`src/rtl/riscv_ctrl_pkg.sv`:
```
// Shared encodings for the RV32I multicycle controller: state codes, opcodes,
// datapath select values and the per-state Moore control word.
package riscv_ctrl_pkg;

    typedef enum logic [3:0] {
        S_FETCH    = 4'd0,
        S_DECODE   = 4'd1,
        S_MEMADR   = 4'd2,
        S_MEMREAD  = 4'd3,
        S_MEMWB    = 4'd4,
        S_MEMWRITE = 4'd5,
        S_EXECR    = 4'd6,
        S_ALUWB    = 4'd7,
        S_EXECI    = 4'd8,
        S_JAL      = 4'd9,
        S_BEQ      = 4'd10,
        S_TRAP     = 4'd11
    } state_t;

    localparam logic [6:0] OP_LW  = 7'b0000011;
    localparam logic [6:0] OP_SW  = 7'b0100011;
    localparam logic [6:0] OP_R   = 7'b0110011;
    localparam logic [6:0] OP_I   = 7'b0010011;
    localparam logic [6:0] OP_JAL = 7'b1101111;
    localparam logic [6:0] OP_BEQ = 7'b1100011;

    localparam logic [2:0] ALU_ADD = 3'b000;
    localparam logic [2:0] ALU_SUB = 3'b001;
    localparam logic [2:0] ALU_AND = 3'b010;
    localparam logic [2:0] ALU_OR  = 3'b011;
    localparam logic [2:0] ALU_SLT = 3'b101;

    localparam logic [1:0] ALUOP_ADD   = 2'b00;
    localparam logic [1:0] ALUOP_SUB   = 2'b01;
    localparam logic [1:0] ALUOP_FUNCT = 2'b10;

    localparam logic [1:0] RES_ALUOUT    = 2'b00;
    localparam logic [1:0] RES_DATA      = 2'b01;
    localparam logic [1:0] RES_ALURESULT = 2'b10;

    localparam logic [1:0] SRCA_PC    = 2'b00;
    localparam logic [1:0] SRCA_OLDPC = 2'b01;
    localparam logic [1:0] SRCA_RS1   = 2'b10;

    localparam logic [1:0] SRCB_RS2  = 2'b00;
    localparam logic [1:0] SRCB_IMM  = 2'b01;
    localparam logic [1:0] SRCB_FOUR = 2'b10;

    localparam logic [1:0] IMM_I = 2'b00;
    localparam logic [1:0] IMM_S = 2'b01;
    localparam logic [1:0] IMM_B = 2'b10;
    localparam logic [1:0] IMM_J = 2'b11;

    typedef struct packed {
        logic       adr_src;
        logic       mem_read;
        logic       mem_write;
        logic       fetch;
        logic       reg_write;
        logic       pc_update;
        logic       branch;
        logic       halted;
        logic [1:0] result_src;
        logic [1:0] alu_src_a;
        logic [1:0] alu_src_b;
        logic [1:0] alu_op;
    } ctrl_t;

    function automatic ctrl_t state_ctrl(state_t s);
        ctrl_t c;
        c = '0;
        case (s)
            S_FETCH: begin
                c.mem_read   = 1'b1;
                c.fetch      = 1'b1;
                c.alu_src_a  = SRCA_PC;
                c.alu_src_b  = SRCB_FOUR;
                c.result_src = RES_ALURESULT;
            end
            S_DECODE: begin
                c.alu_src_a = SRCA_OLDPC;
                c.alu_src_b = SRCB_IMM;
            end
            S_MEMADR: begin
                c.alu_src_a = SRCA_RS1;
                c.alu_src_b = SRCB_IMM;
            end
            S_MEMREAD: begin
                c.adr_src  = 1'b1;
                c.mem_read = 1'b1;
            end
            S_MEMWB: begin
                c.result_src = RES_DATA;
                c.reg_write  = 1'b1;
            end
            S_MEMWRITE: begin
                c.adr_src   = 1'b1;
                c.mem_write = 1'b1;
            end
            S_EXECR: begin
                c.alu_src_a = SRCA_RS1;
                c.alu_src_b = SRCB_RS2;
                c.alu_op    = ALUOP_FUNCT;
            end
            S_ALUWB:  c.reg_write = 1'b1;
            S_EXECI: begin
                c.alu_src_a = SRCA_RS1;
                c.alu_src_b = SRCB_IMM;
                c.alu_op    = ALUOP_FUNCT;
            end
            S_JAL: begin
                c.alu_src_a = SRCA_OLDPC;
                c.alu_src_b = SRCB_FOUR;
                c.pc_update = 1'b1;
            end
            S_BEQ: begin
                c.alu_src_a = SRCA_RS1;
                c.alu_src_b = SRCB_RS2;
                c.alu_op    = ALUOP_SUB;
                c.branch    = 1'b1;
            end
            S_TRAP:   c.halted = 1'b1;
            default:  c = '0;
        endcase
        return c;
    endfunction

    function automatic logic [1:0] imm_src(logic [6:0] op);
        case (op)
            OP_SW:   return IMM_S;
            OP_BEQ:  return IMM_B;
            OP_JAL:  return IMM_J;
            default: return IMM_I;
        endcase
    endfunction

endpackage

```
`src/rtl/alu_decoder.sv`:
```
// ALU operation select from ALUOp and the instruction function fields.
module alu_decoder
    import riscv_ctrl_pkg::*;
(
    input  logic       op5,
    input  logic [2:0] funct3,
    input  logic       funct7b5,
    input  logic [1:0] alu_op,
    output logic [2:0] alu_control
);

    always_comb begin
        alu_control = ALU_ADD;
        case (alu_op)
            ALUOP_ADD: alu_control = ALU_ADD;
            ALUOP_SUB: alu_control = ALU_SUB;
            ALUOP_FUNCT: begin
                case (funct3)
                    3'b000:  alu_control = (op5 & funct7b5) ? ALU_SUB : ALU_ADD;
                    3'b010:  alu_control = ALU_SLT;
                    3'b110:  alu_control = ALU_OR;
                    3'b111:  alu_control = ALU_AND;
                    default: alu_control = ALU_ADD;
                endcase
            end
            default:   alu_control = ALU_ADD;
        endcase
    end

endmodule

```
`src/rtl/multicycle_ctrl.sv`:
```
// Multicycle RV32I control FSM: sequences fetch/decode/execute/mem/writeback,
// halts on unsupported opcodes or memory handshake timeout.
//
// state    | meaning
// FETCH    | read instruction at PC, PC+4 on MemReady
// DECODE   | branch target to ALUOut, dispatch on opcode
// MEMADR   | compute load/store address
// MEMREAD  | load data from memory
// MEMWB    | write loaded data to register file
// MEMWRITE | store to memory
// EXECR    | R-type ALU operation
// ALUWB    | write ALU result to register file
// EXECI    | I-type ALU operation
// JAL      | jump: link value and PC update
// BEQ      | compare, branch on Zero
// TRAP     | halted until reset
module multicycle_ctrl
    import riscv_ctrl_pkg::*;
#(
    parameter int TIMEOUT_CYCLES = 0,
    parameter int TO_W           = 8
) (
    input  logic       clk,
    input  logic       reset,
    input  logic [6:0] op,
    input  logic [2:0] funct3,
    input  logic       funct7b5,
    input  logic       Zero,
    input  logic       MemReady,
    output logic       PCWrite,
    output logic       AdrSrc,
    output logic       MemRead,
    output logic       MemWrite,
    output logic       IRWrite,
    output logic [1:0] ResultSrc,
    output logic [1:0] ALUSrcA,
    output logic [1:0] ALUSrcB,
    output logic [1:0] ImmSrc,
    output logic [2:0] ALUControl,
    output logic       RegWrite,
    output logic       Halted,
    output logic [3:0] State
);

    localparam logic [TO_W-1:0] TO_LAST =
        TO_W'((TIMEOUT_CYCLES > 0) ? TIMEOUT_CYCLES - 1 : 0);

    state_t          state;
    state_t          state_n;
    ctrl_t           ctrl;
    logic [TO_W-1:0] wait_cnt;
    logic            waiting;
    logic            timeout;

    assign waiting = (state == S_FETCH || state == S_MEMREAD || state == S_MEMWRITE) && !MemReady;
    // The cycle that would bring the count to TIMEOUT_CYCLES is the one that traps.
    assign timeout = (TIMEOUT_CYCLES != 0) && waiting && (wait_cnt == TO_LAST);

    always_comb begin
        state_n = state;
        case (state)
            S_FETCH:    if (MemReady) state_n = S_DECODE;
            S_DECODE: begin
                case (op)
                    OP_LW, OP_SW: state_n = S_MEMADR;
                    OP_R:         state_n = S_EXECR;
                    OP_I:         state_n = S_EXECI;
                    OP_JAL:       state_n = S_JAL;
                    OP_BEQ:       state_n = S_BEQ;
                    default:      state_n = S_TRAP;
                endcase
            end
            S_MEMADR:   state_n = op[5] ? S_MEMWRITE : S_MEMREAD;
            S_MEMREAD:  if (MemReady) state_n = S_MEMWB;
            S_MEMWB:    state_n = S_FETCH;
            S_MEMWRITE: if (MemReady) state_n = S_FETCH;
            S_EXECR:    state_n = S_ALUWB;
            S_ALUWB:    state_n = S_FETCH;
            S_EXECI:    state_n = S_ALUWB;
            S_JAL:      state_n = S_ALUWB;
            S_BEQ:      state_n = S_FETCH;
            S_TRAP:     state_n = S_TRAP;
            default:    state_n = S_TRAP;
        endcase
        if (timeout) state_n = S_TRAP;
    end

    // Control word is registered alongside the state so Moore outputs come straight from flops.
    always_ff @(posedge clk or negedge reset) begin
        if (!reset) begin
            state    <= S_FETCH;
            ctrl     <= state_ctrl(S_FETCH);
            wait_cnt <= '0;
        end else begin
            state <= state_n;
            ctrl  <= state_ctrl(state_n);
            if (state_n != state)
                wait_cnt <= '0;
            else if (waiting && wait_cnt != '1)
                wait_cnt <= wait_cnt + TO_W'(1);
        end
    end

    alu_decoder u_alu_decoder (
        .op5         (op[5]),
        .funct3      (funct3),
        .funct7b5    (funct7b5),
        .alu_op      (ctrl.alu_op),
        .alu_control (ALUControl)
    );

    assign IRWrite   = ctrl.fetch & MemReady;
    assign PCWrite   = (ctrl.fetch & MemReady) | ctrl.pc_update | (ctrl.branch & Zero);
    assign AdrSrc    = ctrl.adr_src;
    assign MemRead   = ctrl.mem_read;
    assign MemWrite  = ctrl.mem_write;
    assign ResultSrc = ctrl.result_src;
    assign ALUSrcA   = ctrl.alu_src_a;
    assign ALUSrcB   = ctrl.alu_src_b;
    assign ImmSrc    = imm_src(op);
    assign RegWrite  = ctrl.reg_write;
    assign Halted    = ctrl.halted;
    assign State     = state;

endmodule

```
`config.mk`:
```
export PLATFORM = sky130hd
export DESIGN_NAME = multicycle_ctrl
export DESIGN_NICKNAME = d
export VERILOG_FILES = /design/src/rtl/riscv_ctrl_pkg.sv /design/src/rtl/alu_decoder.sv /design/src/rtl/multicycle_ctrl.sv
export SDC_FILE = /design/constraint.sdc
export NUM_CORES = 1
export LEC_CHECK = 0
export BUFFER_PORTS_ARGS = -buffer_cell sky130_fd_sc_hd__buf_2
export CORE_ASPECT_RATIO = 0.8
export CORE_MARGIN = 3
export CORE_UTILIZATION = 30
export DETAILED_ROUTE_END_ITERATION = 7
export PLACE_DENSITY = 0.59
export RECOVER_POWER = 25
export SKIP_CTS_REPAIR_TIMING = 1
export SLEW_MARGIN = 20
export SYNTH_ARGS = -nofsm -noshare
export SYNTH_HDL_FRONTEND = slang
export SYNTH_HIERARCHICAL = 1
export SYNTH_SLANG_ARGS = --single-unit
```
`constraint.sdc`:
```
create_clock -name clk -period 1.7 [get_ports clk]
set_input_delay 0 -clock clk [delete_from_list [all_inputs] [get_ports clk]]
set_output_delay 0 -clock clk [all_outputs]
set_load 0.03 [all_outputs]
```
After elaboration in Yosys (flattened, before gate mapping)
Cells that the tools add are included.
{"block": "classes", "addsub": 0, "mul": 0, "div_mod_pow": 0, "n_lt_le_gt_ge": 0, "n_eq_ne": 32, "n_shift": 0, "n_mux": 21, "bitwise_logic": 5, "reduce_logical": 12}
{"op": "$pmux 4 s5", "count": 2}
{"op": "$eq 4x3->1 const B", "count": 8}
{"op": "$eq 4x4->1 const B", "count": 7}
{"op": "$pmux 4 s7", "count": 1}
{"op": "$eq 4x2->1 const B", "count": 4}
{"op": "$eq 7x6->1 const B", "count": 2}
{"op": "$eq 7x7->1 const B", "count": 2}
{"op": "$reduce_or 2->1", "count": 7}
{"op": "$mux 4", "count": 3}
{"op": "$pmux 3 s4", "count": 1}
{"op": "$mux 1", "count": 9}
{"op": "$eq 4x1->1 const B", "count": 2}
{"op": "$logic_not 4->1", "count": 2}
{"op": "$pmux 2 s2", "count": 2}
{"op": "$eq 7x2->1 const B", "count": 1}
{"op": "$eq 7x5->1 const B", "count": 1}
{"op": "$eq 3x3->1 const B", "count": 2}
{"op": "$pmux 2 s3", "count": 1}
{"op": "$pmux 3 s2", "count": 1}
{"op": "$reduce_or 3->1", "count": 2}
{"op": "$and 1x1->1", "count": 3}
{"op": "$eq 3x2->1 const B", "count": 1}
{"op": "$logic_not 3->1", "count": 1}
{"op": "$mux 3", "count": 1}
{"op": "3 further kinds", "count": 4}
{"block": "totals", "reg_bits": 20, "latchBits": 0, "mem_bits_rw": 0, "romBits": 0, "in_bits": 15, "output_inout_bits": 22, "elab_cells": 83, "memories": 0}

Longest topological paths before layout
{"block": "depth", "word_depth": 7, "mapped_depth": 7, "depth_no_buf": 5}

Cells and area by module
The synthesis kept the hierarchy.
{"mod": "multicycle_ctrl", "n_inst": 1, "cells_each": 110, "area_each_um2": 1109.8, "seq_area_each_um2": 454.2}
{"mod": "alu_decoder", "n_inst": 1, "cells_each": 11, "area_each_um2": 96.3, "seq_area_each_um2": 0.0}

Worst setup path before layout
No wires, ideal clock.
{"block": "synth_path", "path_kind": "register to register", "startpoint": "register state[1], in the netlist State[1]", "endpoint": "register ctrl (netlist bit RegWrite)", "setup_ns": 0.120, "t_arrival_ns": 1.695, "t_required_ns": 1.580, "slack_ns": -0.116, "stages_incl_launch_ff": 7, "n_path_buf": 1, "period_less_slack_ns": 1.816, "path_cell_list": "dfrtp_1 > clkbuf_4 > nor2_2 > o21ai_2 > a32oi_4 > or3_4 > o211a_1"}
{"block": "synth_via", "elab_chain_cells": 6, "elab_cells_between_ends": 21, "cone_classes": "eq/ne: 12; mux: 5; reduce/logical: 4"}
{"element": "start: declaration", "line": "multicycle_ctrl.sv:48", "source": "state_t state;"}
{"element": "start signal: assignment", "line": "multicycle_ctrl.sv:95", "source": "state <= state_n;"}
{"element": "$eq 4x4->1 or $eq 4x3->1 (tied branches)", "line": "multicycle_ctrl.sv:61", "source": "case (state)"}
{"element": "$reduce_or 3->1 (no line)"}
{"element": "$pmux 4 s7 *", "line": "multicycle_ctrl.sv:61"}
{"element": "$eq 4x3->1", "line": "riscv_ctrl_pkg.sv:72", "source": "case (s)"}
{"element": "$reduce_or 2->1 (no line) *"}
{"element": "$mux 1 *", "line": "riscv_ctrl_pkg.sv:72"}
{"element": "end signal: assignment", "line": "multicycle_ctrl.sv:92", "source": "ctrl <= state_ctrl(S_FETCH);"}
{"element": "end signal: assignment", "line": "multicycle_ctrl.sv:96", "source": "ctrl <= state_ctrl(state_n);"}
{"element": "end: declaration", "line": "multicycle_ctrl.sv:50", "source": "ctrl_t ctrl;"}
Mark *: on every way between the ends. The rest lies on a longest branch, timed or not.

Final worst setup path
{"block": "layout_path", "startpoint": "register state[0], in the netlist State[0]", "endpoint": "register ctrl (netlist bit RegWrite)"}
The elaborated chain is that of the path after synthesis.

==> impl_metrics.csv <==
group,metric,value,unit
sta,worst_pin_slew,1.03,ns
pwr,pwr-share-seq,53.4,%
floorplanning,io_pins,37,
clock_network,clock-sinks,18,
placement,place.gp.congestion,0.897,
sta,relSlewSlack,31.2,%
clock_network,h-tree-depth,1,
logic_synthesis,synthArstFlopShare,100,%
global_routing,grt_util_met3,4.32,%
sta,hold_viol_final,0,
logic_synthesis,synthFlopType,"dfrtp_1",
sta,fmax,551,MHz
floorplanning,die_area,4820,µm²
global_routing,antenna_found_initial,0,
worst_setup_path,critical_path_required,1.89,ns
sta,drv_slew,0,
routing,route.final.wire_length,3.09,mm
placement,hpwl,2.25,mm
layout,fin_cells,220,
worst_setup_path,arrival,2.01,ns
floorplanning,core_area,3640,µm²
sta,rsz0062_at_grt,"yes",
routing,antenna_left,0,
logic_synthesis,synth.avg_cell_area,9.97,µm²
routing,vias,1107,
layout,fin_nets,186,
global_routing,grt_most_used_layer,"met2",
routing,drc,0,
logic_synthesis,syn_inst,121,
logic_synthesis,ys_ff_latch,18,
logic_synthesis,synth_edf_count,0,
pwr,power_per_cell_area,498,nW/µm²
run,max_cap_violations,0,
pwr,p_int,0.000621,W
routing,drt_iter0_drc,15,
global_routing,track_usage,12.5,%
pwr,p_comb_share,8.4,%
pwr,power_leakage,0.739,nW
clock_network,clk_path_buf_depth,2,
routing,drtPass1Iterations,4,
global_routing,met1_usage,16.0,%
sta,hold_ws,0.0679,ns
worst_setup_path,endpoint_kind,"flip-flop",
layout,layout-drive-gt1-share,54.2,%
pwr,pwr-share-clk,38.2,%
pwr,power_switching,0.000181,W
layout,synthToLayoutAreaGrowth,33.7,%
sta,setup_viol,11,
logic_synthesis,yosysTopAreaCellShare,31.1,%
floorplanning,placementRows,19,
global_routing,grt_pass1_vias,1025,
pwr,p_sw_share,22.6,%
logic_synthesis,synth_most_common_cell,"dfrtp_1",
sta,fin_skew,0.00299,ns
floorplanning,die_h,62.7,µm
logic_synthesis,synth_top_area_cell,"dfrtp_1",
routing,routedWlPerCell,14.0,µm
placement,placed_cells,206,
global_routing,use_met2,20.0,%
floorplanning,initial_core_util,33.2,%
min_path,hold_path_class,"in -> reg",
logic_synthesis,syn-num-nets,138,
clock_network,clockRootBuffer,"clkbuf_8",
worst_setup_path,critPathKind,"reg -> reg",
logic_synthesis,synth_cell_types,54,
floorplanning,die_w,76.9,µm
layout,num_antenna_cells,0,
status,violations,"setup timing",
worst_setup_path,path_max_fanout,6,
logic_synthesis,ys_warn_count,6,
clock_network,insertion_delay,0.25,ns
layout,final_area,1610,µm²
clock_network,cts_made_buffers,3,
clock_network,clk_pin_slew_worst_paths,0.07,ns
sta,fin_ws,-0.116,ns
global_routing,overflow,0,
status,outcome,"finished, violations left",
pwr,vdd_drop_max,0.265,mV
logic_synthesis,synth_area,1210,µm²
worst_setup_path,crit_path_start_kind,"flip-flop",
placement,port_buffers,36,
logic_synthesis,synthTopCellsByArea,"dfrtp_1 31%, dfstp_2 6.5%, buf_4 5.0%, nor2_1 2.8%, a32oi_4 2.3%",
global_routing,grt_pass1_wl,4.89,mm
sta,fin_crit,1.82,ns
global_routing,grt_max_degree,19,
routing,via_per_inst,5.03,
logic_synthesis,synthTopCellsByCount,"15 x dfrtp_1, 9 x nor2_1, 8 x buf_4",
logic_synthesis,ys_seq_area_share,37.7,%
placement,placed_area,1440,µm²
sta,post-route-period-util,107,%
clock_network,cts_tree,"built",
-- final timing paths --
check	from	endpoint	slack, ns	cells after the start
max	State[0]	RegWrite	-0.12	5
min in group asynchronous	reset	State[0]	0.44	2
min reg2reg	State[2]	MemRead	0.71	4
max in group asynchronous	reset	State[3]	0.56	2
max reg2reg	State[0]	RegWrite	-0.12	5
min	op[6]	ALUSrcA[1]	0.07	2
-- metrics by stage --
stage,TNS [ns],util [%],setup WS (ns),total power [W]
final,-0.788,44.3,-0.116,0.000803
after global routing,-1.80,44.3,-0.183,0.000842
after CTS,-0.182,40.7,-0.0450,0.000812
after detailed placement,-0.0648,39.5,-0.0211,0.000502
after global placement,0,39.5,0.000498,0.000499
after floorplan,-0.0299,-,-0.0299,0.000463
-- sequential cells by signal, indices dropped and copies added, names as in the netlist --
signal	count
MemWrite	1
AdrSrc	1
ctrl	4
MemRead	1
State	4
RegWrite	1
ALUSrcB	2
ALUSrcA	2
ResultSrc	1
Halted	1
-- power groups by stage --
stage / registers (W) / clock network (W) / logic (W)
after floorplan: 0.000436 / 0 / 0.0000264
after global placement: 0.000436 / 0 / 0.0000626
after detailed placement: 0.000436 / 0 / 0.0000655
after CTS: 0.000428 / 0.000319 / 0.0000655
after global routing: 0.000428 / 0.000339 / 0.0000752
final: 0.000428 / 0.000307 / 0.0000674
-- cells by family (layout without fill, tap and decap cells) --
kind of cell | Yosys count | count (layout) | share of synthesized area, %
and+or+nand+nor | 56 | 56 | 31.6
muxes | 1 | 1 | 0.830
buffers and inverters | 18 | 65 | 9.75
DFF | 18 | 18 | 37.7
AOI/OAI and AO/OA | 26 | 26 | 18.1
adders and majority gates | 2 | 2 | 2.07
-- critical path, cell delays in order, from the launching register on --
cell and delay (ns):
dfrtp_2 0.41, buf_6 0.13, or4_4 0.55, a32oi_4 0.33, or3_4 0.20, o211a_1 0.14
-- routing by layer --
layer / part of all wire, % / wire, µm / up-vias
li1: - / - / 518
met1: 43 / 1320 / 539
met2: 49 / 1510 / 46
met3: 7.1 / 220 / 4
met4: 1.3 / 39 / 0
met5: 0 / 0 / -
-- layout make-up --
type | instances | area [µm²]
clock buffer | 4 | 45.0
fill | 366 | 2020
inverter | 6 | 22.5
multi-input combinational | 85 | 689
sequential | 18 | 459
tap | 52 | 65.1
timing repair buffer | 55 | 332
-- cells in the final DEF (no fill, tap or decap), types with 2 or more instances in the layout --
cell type	Yosys	routed
a21o_2	2	2
a21oi_1	5	3
a21oi_2	1	3
and2_1	2	2
buf_2	1	35
buf_4	8	16
buf_6	2	2
clkbuf_1	0	2
clkbuf_8	0	3
dfrtp_1	15	11
dfrtp_2	0	4
dfstp_2	3	3
ha_1	2	2
inv_1	6	6
nand2_1	6	6
nand2b_1	3	3
nand3_1	3	2
nand3b_1	3	3
nor2_1	9	8
nor2_2	1	2
nor2b_1	3	3
nor3_2	0	3
nor3b_1	3	3
o21ai_1	3	3
o21ai_2	2	2
or2_4	1	2
No activity file was read; power rests on OpenSTA's default activity.
